### src/rtl/lfsr_pkg.sv
// rtl/lfsr_pkg.sv - tap table, mode and state encodings for the LFSR down-counter
package lfsr_pkg;

  typedef enum logic [1:0] {
    MODE_ONE_SHOT    = 2'b00,
    MODE_AUTO_RELOAD = 2'b01,
    MODE_FREE_RUN    = 2'b10,
    MODE_FREE_RUN_2  = 2'b11
  } mode_e;

  typedef enum logic {
    ST_RUN  = 1'b0,
    ST_HALT = 1'b1
  } state_e;

  localparam int unsigned MIN_WIDTH = 4;
  localparam int unsigned MAX_WIDTH = 16;

  // Bit k-1 set for each tap k; every set has an even tap count, so XNOR
  // feedback reduces to inverted parity and all-ones is the lockup state.
  function automatic logic [15:0] tap_mask(input int unsigned width);
    case (width)
      4:       return 16'h000C;
      5:       return 16'h0014;
      6:       return 16'h0030;
      7:       return 16'h0060;
      8:       return 16'h00B8;
      9:       return 16'h0110;
      10:      return 16'h0240;
      11:      return 16'h0500;
      12:      return 16'h0829;
      13:      return 16'h100D;
      14:      return 16'h2015;
      15:      return 16'h6000;
      16:      return 16'hD008;
      default: return 16'h0000;
    endcase
  endfunction

endpackage

### src/rtl/lfsr_step.sv
// rtl/lfsr_step.sv - one combinational XNOR Fibonacci LFSR step
module lfsr_step
  import lfsr_pkg::*;
#(
  parameter int unsigned WIDTH = 8
) (
  input  logic [WIDTH-1:0] count,
  output logic [WIDTH-1:0] next
);

  localparam logic [WIDTH-1:0] TAPS = WIDTH'(tap_mask(WIDTH));

  generate
    if (WIDTH < MIN_WIDTH || WIDTH > MAX_WIDTH) begin : g_bad_width
      $error("lfsr_step: WIDTH must be within 4..16");
    end
  endgenerate

  logic fb;

  assign fb   = ~^(count & TAPS);
  assign next = {count[WIDTH-2:0], fb};

endmodule

### src/rtl/lfsr_dcnto_gen.sv
// rtl/lfsr_dcnto_gen.sv - LFSR counter with terminal compare, one-shot/reload/free-run modes
module lfsr_dcnto_gen
  import lfsr_pkg::*;
#(
  parameter int unsigned WIDTH = 8
) (
  input  logic             clk,
  input  logic             reset,
  input  logic             cen,
  input  logic             load,
  input  logic [WIDTH-1:0] data,
  input  logic [WIDTH-1:0] count_to,
  input  logic [1:0]       mode,
  output logic [WIDTH-1:0] count,
  output logic             tercnt,
  output logic             done,
  output logic             err
);

  localparam logic [WIDTH-1:0] ALL_ONES = '1;

  generate
    if (WIDTH < MIN_WIDTH || WIDTH > MAX_WIDTH) begin : g_bad_width
      $error("lfsr_dcnto_gen: WIDTH must be within 4..16");
    end
  endgenerate

  state_e           state, state_n;
  logic [WIDTH-1:0] count_n;
  logic [WIDTH-1:0] step_next;
  logic [WIDTH-1:0] data_safe;
  logic             data_bad;
  logic             done_n;
  logic             err_n;

  lfsr_step #(.WIDTH(WIDTH)) u_step (
    .count (count),
    .next  (step_next)
  );

  // The lockup value is never allowed into the register; it loads as zero.
  assign data_bad  = (data == ALL_ONES);
  assign data_safe = data_bad ? '0 : data;

  assign tercnt = (state == ST_RUN) && (count == count_to) && (count_to != ALL_ONES);

  always_ff @(posedge clk) begin
    if (reset) begin
      state <= ST_RUN;
      count <= '0;
      done  <= 1'b0;
      err   <= 1'b0;
    end else begin
      state <= state_n;
      count <= count_n;
      done  <= done_n;
      err   <= err_n;
    end
  end

  always_comb begin
    state_n = state;
    count_n = count;
    done_n  = done;
    err_n   = 1'b0;
    if (load) begin
      state_n = ST_RUN;
      count_n = data_safe;
      done_n  = 1'b0;
      err_n   = data_bad;
    end else if (cen && state == ST_RUN) begin
      if (tercnt) begin
        case (mode)
          MODE_ONE_SHOT: begin
            state_n = ST_HALT;
            done_n  = 1'b1;
          end
          MODE_AUTO_RELOAD: begin
            count_n = data_safe;
            err_n   = data_bad;
          end
          default: count_n = step_next;
        endcase
      end else begin
        count_n = step_next;
      end
    end
  end

endmodule

### config.mk
export PLATFORM = sky130hd
export DESIGN_NAME = lfsr_dcnto_gen
export DESIGN_NICKNAME = d
export VERILOG_FILES = /design/src/rtl/lfsr_pkg.sv /design/src/rtl/lfsr_step.sv /design/src/rtl/lfsr_dcnto_gen.sv
export SDC_FILE = /design/constraint.sdc
export NUM_CORES = 1
export LEC_CHECK = 0
export CAP_MARGIN = 20
export CORE_MARGIN = 2
export CORE_UTILIZATION = 43
export CTS_CLUSTER_SIZE = 24
export DETAILED_ROUTE_END_ITERATION = 12
export PLACE_DENSITY = 0.8
export RECOVER_POWER = 25
export SYNTH_ARGS = -nofsm -noshare
export SYNTH_HDL_FRONTEND = slang
export SYNTH_SLANG_ARGS = --single-unit
### constraint.sdc
create_clock -name clk -period 2 [get_ports clk]
set_input_delay 0.2 -clock clk [delete_from_list [all_inputs] [get_ports clk]]
set_output_delay 0.2 -clock clk [all_outputs]
set_load 0.01 [all_outputs]
Yosys cells after proc, flatten, opt, wreduce, memory -nomap -nowiden
Cells that the tools add are included.
{ "word_totals": {"register_bits": 10, "input_bits": 22, "output_inout_bits": 11, "word_cells": 27} }
{ "classes": {"n_eq_ne": 5, "n_mux": 9, "bitwise_logic": 1, "reduce_logical": 9} }
{ "ops": {"columns": ["operator", "count"], "rows": [
  ["8-bit two-way mux", 4],
  ["8-bit case mux with 2 select lines", 1],
  ["8-bit == test", 1],
  ["8-bit == test, second input constant", 1],
  ["8-bit != test, second input constant", 1],
  ["8-bit XNOR reduction", 1],
  ["1-bit two-way mux", 4],
  ["1-bit logical AND", 3],
  ["3-bit != test, second input constant", 1],
  ["3-bit AND reduction", 1],
  ["2-bit by 1-bit == test with 1-bit output, second input constant", 1],
  ["2-bit zero test", 1],
  ["2-bit AND reduction", 1],
  ["2-bit nonzero test", 1],
  ["2-bit OR reduction", 1],
  ["1-bit inverter", 1]
]} }

Depth between registers and ports, before layout
{ "logic_depth": {"word_depth": 6, "mapped_depth": 6, "mapped_depth_nobuf": 5} }

Cells and area by module
A second synthesis with hierarchy kept.
{ "unflattened": {"cells_unflattened": 120, "area_unflattened_um2": 880.8} }
{ "modules_own_cells": {"columns": ["mod", "n_inst", "cells_per_inst", "area_each_um2", "seq_area_each_um2"], "rows": [
  ["lfsr_dcnto_gen", 1, 109, 794.5, 200.2],
  ["lfsr_step", 1, 11, 86.3, 0.0]
]} }

Least setup slack after synthesis
No wires, ideal clock.
{ "synth_path": {"path_type": "reg2reg", "from": "reg count[7]", "to": "reg count[2]", "setup_time_ps": 72, "t_arrival_ps": 1678, "required_time_ps": 1928, "path_slack_ps": 250, "path_stages_with_launch": 7, "n_path_buf": 1, "period_less_slack_ps": 1750, "path_cell_list": "dfxtp_1 xor2_1 nor4_4 nand4b_4 buf_6 a221oi_1 a2bb2oi_1"} }
{ "synth_via": {"elab_chain_cells": 6, "word_cells_on_any_way": 8, "cone_classes": "eq/ne (2); mux (3); reduce/logical (3)"} }
{ "synth_rtl": {"columns": ["element", "line", "source"], "rows": [
  ["start, declared", "lfsr_dcnto_gen.sv:14", "output logic [WIDTH-1:0] count,"],
  ["start signal, assigned", "lfsr_dcnto_gen.sv:55", "count <= count_n;"],
  ["8-bit == test *", "lfsr_dcnto_gen.sv:45", "assign tercnt = (state == ST_RUN) && (count == count_to) && (count_to != ALL_ONES);"],
  ["1-bit logical AND * (2 in a row)", "lfsr_dcnto_gen.sv:45", null],
  ["8-bit two-way mux", "lfsr_dcnto_gen.sv:72", "if (tercnt) begin"],
  ["8-bit two-way mux", "lfsr_dcnto_gen.sv:71", "end else if (cen && state == ST_RUN) begin"],
  ["8-bit two-way mux", "lfsr_dcnto_gen.sv:66", "if (load) begin"]
]} }
Mark *: on every way between the ends. The rest lies on a longest branch, timed or not. The select of a mux whose other input is x is not followed.
A chain may end at the register's enable or synchronous reset.

Final worst setup path
{ "layout_path": {"from": "reg count[1]", "to": "reg count[1]"} }
Same word-level chain as after synthesis.

==> reports/metrics.json <==
{
  "status": {
    "result_of_the_run": "completed"
  },
  "pwr": {
    "pwr_density_cell_nw_per_um2": 501.8,
    "ir_drop_uv": 480.7,
    "design_power_total_uw": 690.7,
    "static-leakage-power_nw": 0.5884
  },
  "worst_setup_path": {
    "path_class": "reg -> reg",
    "depth_of_the_worst_register_to_register_path": 6,
    "cp.arrival_ns": 2.12,
    "cp_slowest_cell": "dfxtp_1",
    "data_required_critical_path_ns": 2.20,
    "worst-path-max-fanout": 7,
    "r2r_path_end": "count[1]",
    "delay_contributed_by_the_slowest_stage_of_the_critical_path_ns": 0.37,
    "reg2reg_from": "count[1]",
    "endpoint_kind": "flip-flop",
    "cp_cell_sequence": "and4_1 > a211oi_2 > buf_4 > nand4b_4 > a221oi_2 > a2bb2oi_1",
    "cp-start-kind": "flip-flop",
    "r2r_slack_ns": 0.08
  },
  "placement": {
    "placed_cell_area_sq_um": 1289,
    "place_worst_setup_slack_ns": -0.2542,
    "gp_routability_congestion": 0.7810,
    "port_buffers": 32,
    "placed_cells_incl_taps": 169,
    "detailed_place_hpwl_um": 2073
  },
  "synth": {
    "dominant_cells_by_area_after_synthesis": "dfxtp_1 (23%), xor2_1 (8.9%), a221oi_1 (6.9%), a2bb2oi_1 (6.9%), a31oi_1 (4.9%)",
    "syn_inst": 106,
    "synth_nets": 128,
    "synth_ff_type": "dfxtp_1",
    "ys_types": 33,
    "synth_enable_flop_cells": 0,
    "syn_area_per_cell_sq_um": 8.357,
    "synth_top_cell_by_area": "dfxtp_1",
    "post_synth_instance_area_sq_um": 885.9,
    "ys.warnings.count": 0,
    "ys_async_sr_fraction_pct": 0,
    "synthDominantCellAreaShare_pct": 22.60,
    "ys_seq_area_share_pct": 22.60,
    "synth_seq_cells": 10
  },
  "timing": {
    "final-setup-viol-count": 0,
    "drv_slew": 0,
    "postLayoutSetupSlackWorst_ns": 0.07507,
    "timing_worst_slew_pin_value_ns": 0.4648,
    "hold_viol_final": 0,
    "post-route-min-period_ns": 1.925,
    "timing.fmax_mhz": 519.5,
    "fin_skew_ns": 0.006424,
    "finalCritPeriodShare_pct": 96.25,
    "finalSetupTns_ns": 0,
    "timing.slew.headroom_pct": 68.90
  },
  "routing": {
    "route.antenna.remaining_nets": 0,
    "initialDrtViolationCount": 24,
    "detailedRoute.firstPassIterationCount": 5,
    "m1WireLength_um": 1165,
    "top_layer_used": "met4",
    "drc": 0,
    "post_drt_via_cell_ratio": 5.814,
    "met3_length_um": 158,
    "vias": 1029,
    "met2WireLength_um": 1460,
    "wirelength_um": 2860,
    "routedWlPerCell_um": 16.16
  },
  "cts": {
    "clock_sinks": 10,
    "clk_pin_slew_worst_paths_ns": 0.07,
    "cts_buffer_depth": 2,
    "cts_made_buffers": 3,
    "cts.hold.buffers_added": 0,
    "worstSkewPairLatency_ns": 0.28,
    "clock_tree.root_cell": "clkbuf_4",
    "tritoncts": "yes",
    "cts_max_level": 1
  },
  "global_routing": {
    "grt_max_degree": 16,
    "grt_remaining_overflow": 0,
    "grt.total_usage_pct": 23.49,
    "antenna_found_initial": 0,
    "grt_pass1_vias": 953,
    "global_route_wire_length_before_repair_um": 4319
  },
  "floorplanning": {
    "die_w_um": 49.39,
    "core_sq_um": 1962,
    "start_util_pct": 45.15,
    "top_level_ports": 33,
    "die_height_um": 49.39,
    "dieArea_sq_um": 2439,
    "floorplan.rows": 16
  },
  "cells_and_area": {
    "final.fill_count": 172,
    "fin_area_sq_um": 1376,
    "area_used_by_sequential_logic_in_the_layout_sq_um": 201.4,
    "multi_input_gate_area_sq_um": 650.6,
    "area.growth.synth_to_final_pct": 55.37,
    "final-instance-count-excl-fill": 177,
    "diodes": 0,
    "layout-drive-gt1-share_pct": 20.67,
    "nNetsFinal": 173
  },
  "hold_path": {
    "min_delay_worst_endpoint": "count[5]",
    "worst_min_delay_path_class": "reg -> reg",
    "hold_depth": 2,
    "hold_start": "count[5]"
  },
  "job": {
    "maxCapViolations": 0
  }
}
## cells in the mapped netlist (all sizes together), types with 2 or more instances
cell / count
a31oi: 7
nor4: 2
o21ai: 7
nor3: 2
a221oi: 7
clkbuf: 6
nor3b: 2
xnor2: 2
xor2: 9
nor2: 3
nand2b: 7
nand2: 2
inv: 8
and4: 4
nand3: 7
a2bb2oi: 7
dfxtp: 10
## critical path, delay by kind of cell, from the launching register on
kind,cells,cell delay (ns)
compound gates,3,0.88
simple gates,2,0.42
buf+inv,1,0.18
flops,1,0.37
## flip-flops by register name, indices dropped and copies added (netlist names)
name   count
count      8
err        1
state      1
## metal layers
metal  vias up  GRT usage [%]
li1        501              -
met1       476          24.34
met2        44          45.05
met3         8          3.988
met4         0          11.11
met5         -              0
## layout make-up
| type | count | share of cell area, % |
|---|---|---|
| clock buffer | 4 | 2.636 |
| inverter | 8 | 2.182 |
| multi-input combinational | 82 | 47.27 |
| sequential | 10 | 14.64 |
| tap | 27 | 2.455 |
| timing repair buffer | 46 | 30.82 |
## timing repair
| item | CTS | global route |
|---|---|---|
| setup buffers | 2 | 1 |
| setup endpoints to repair | 1 | 8 |
| cloned | 0 | 1 |
| resized for setup | 1 | 6 |
| pin swaps | 2 | 1 |
## metrics by stage
step	hold WS, ns	util, %
5_1_grt	0.5517	70.15
3_3_place_gp	0.5194	65.69
3_5_place_dp	0.5288	65.69
2_1_floorplan	0.3600	-
6_report	0.5318	70.15
4_1_cts	0.5386	68.24
## cell usage in the layout, fill, tap and decap left out, drive strengths merged, types with 3 or more instances in the layout
| cell type | count |
|---|---|
| a221oi | 7 |
| a2bb2oi | 7 |
| a31oi | 7 |
| and4 | 4 |
| buf | 14 |
| clkbuf | 4 |
| clkdlybuf4s50 | 26 |
| dfxtp | 10 |
| dlygate4sd3 | 5 |
| inv | 8 |
| nand2b | 7 |
| nand3 | 7 |
| nor2 | 3 |
| o21ai | 7 |
| xor2 | 9 |
## power breakdown
| group | switching [mW] | internal (mW) |
|---|---|---|
| logic | 0.117 | 0.144 |
| registers | 0.0241 | 0.216 |
| clock network | 0.0793 | 0.111 |
| total | 0.220 | 0.471 |
## how the worst max path moves through the flow
stage	start	endpoint	slack, ns	cells after the start
after CTS	count[5]	count[1]	0.01	7
after global placement	count_to[6]	count[2]	-0.10	9
after floorplan	count[7]	count[2]	0.25	6
final	count[1]	count[1]	0.08	6
after global routing	count[1]	count[1]	-0.009	6
after detailed placement	count_to[7]	count[1]	-0.25	7
## kinds of logic (layout without fill, tap and decap cells)
| kind of cell | count (synthesis) | in the layout | share of synthesized area [%] |
|---|---|---|---|
| buf+inv | 15 | 58 | 7.203 |
| flops | 10 | 10 | 22.60 |
| xor+xnor | 11 | 11 | 10.88 |
| simple gates | 35 | 36 | 28.11 |
| compound gates | 35 | 35 | 31.21 |
Power figures use the tool's default switching activity.
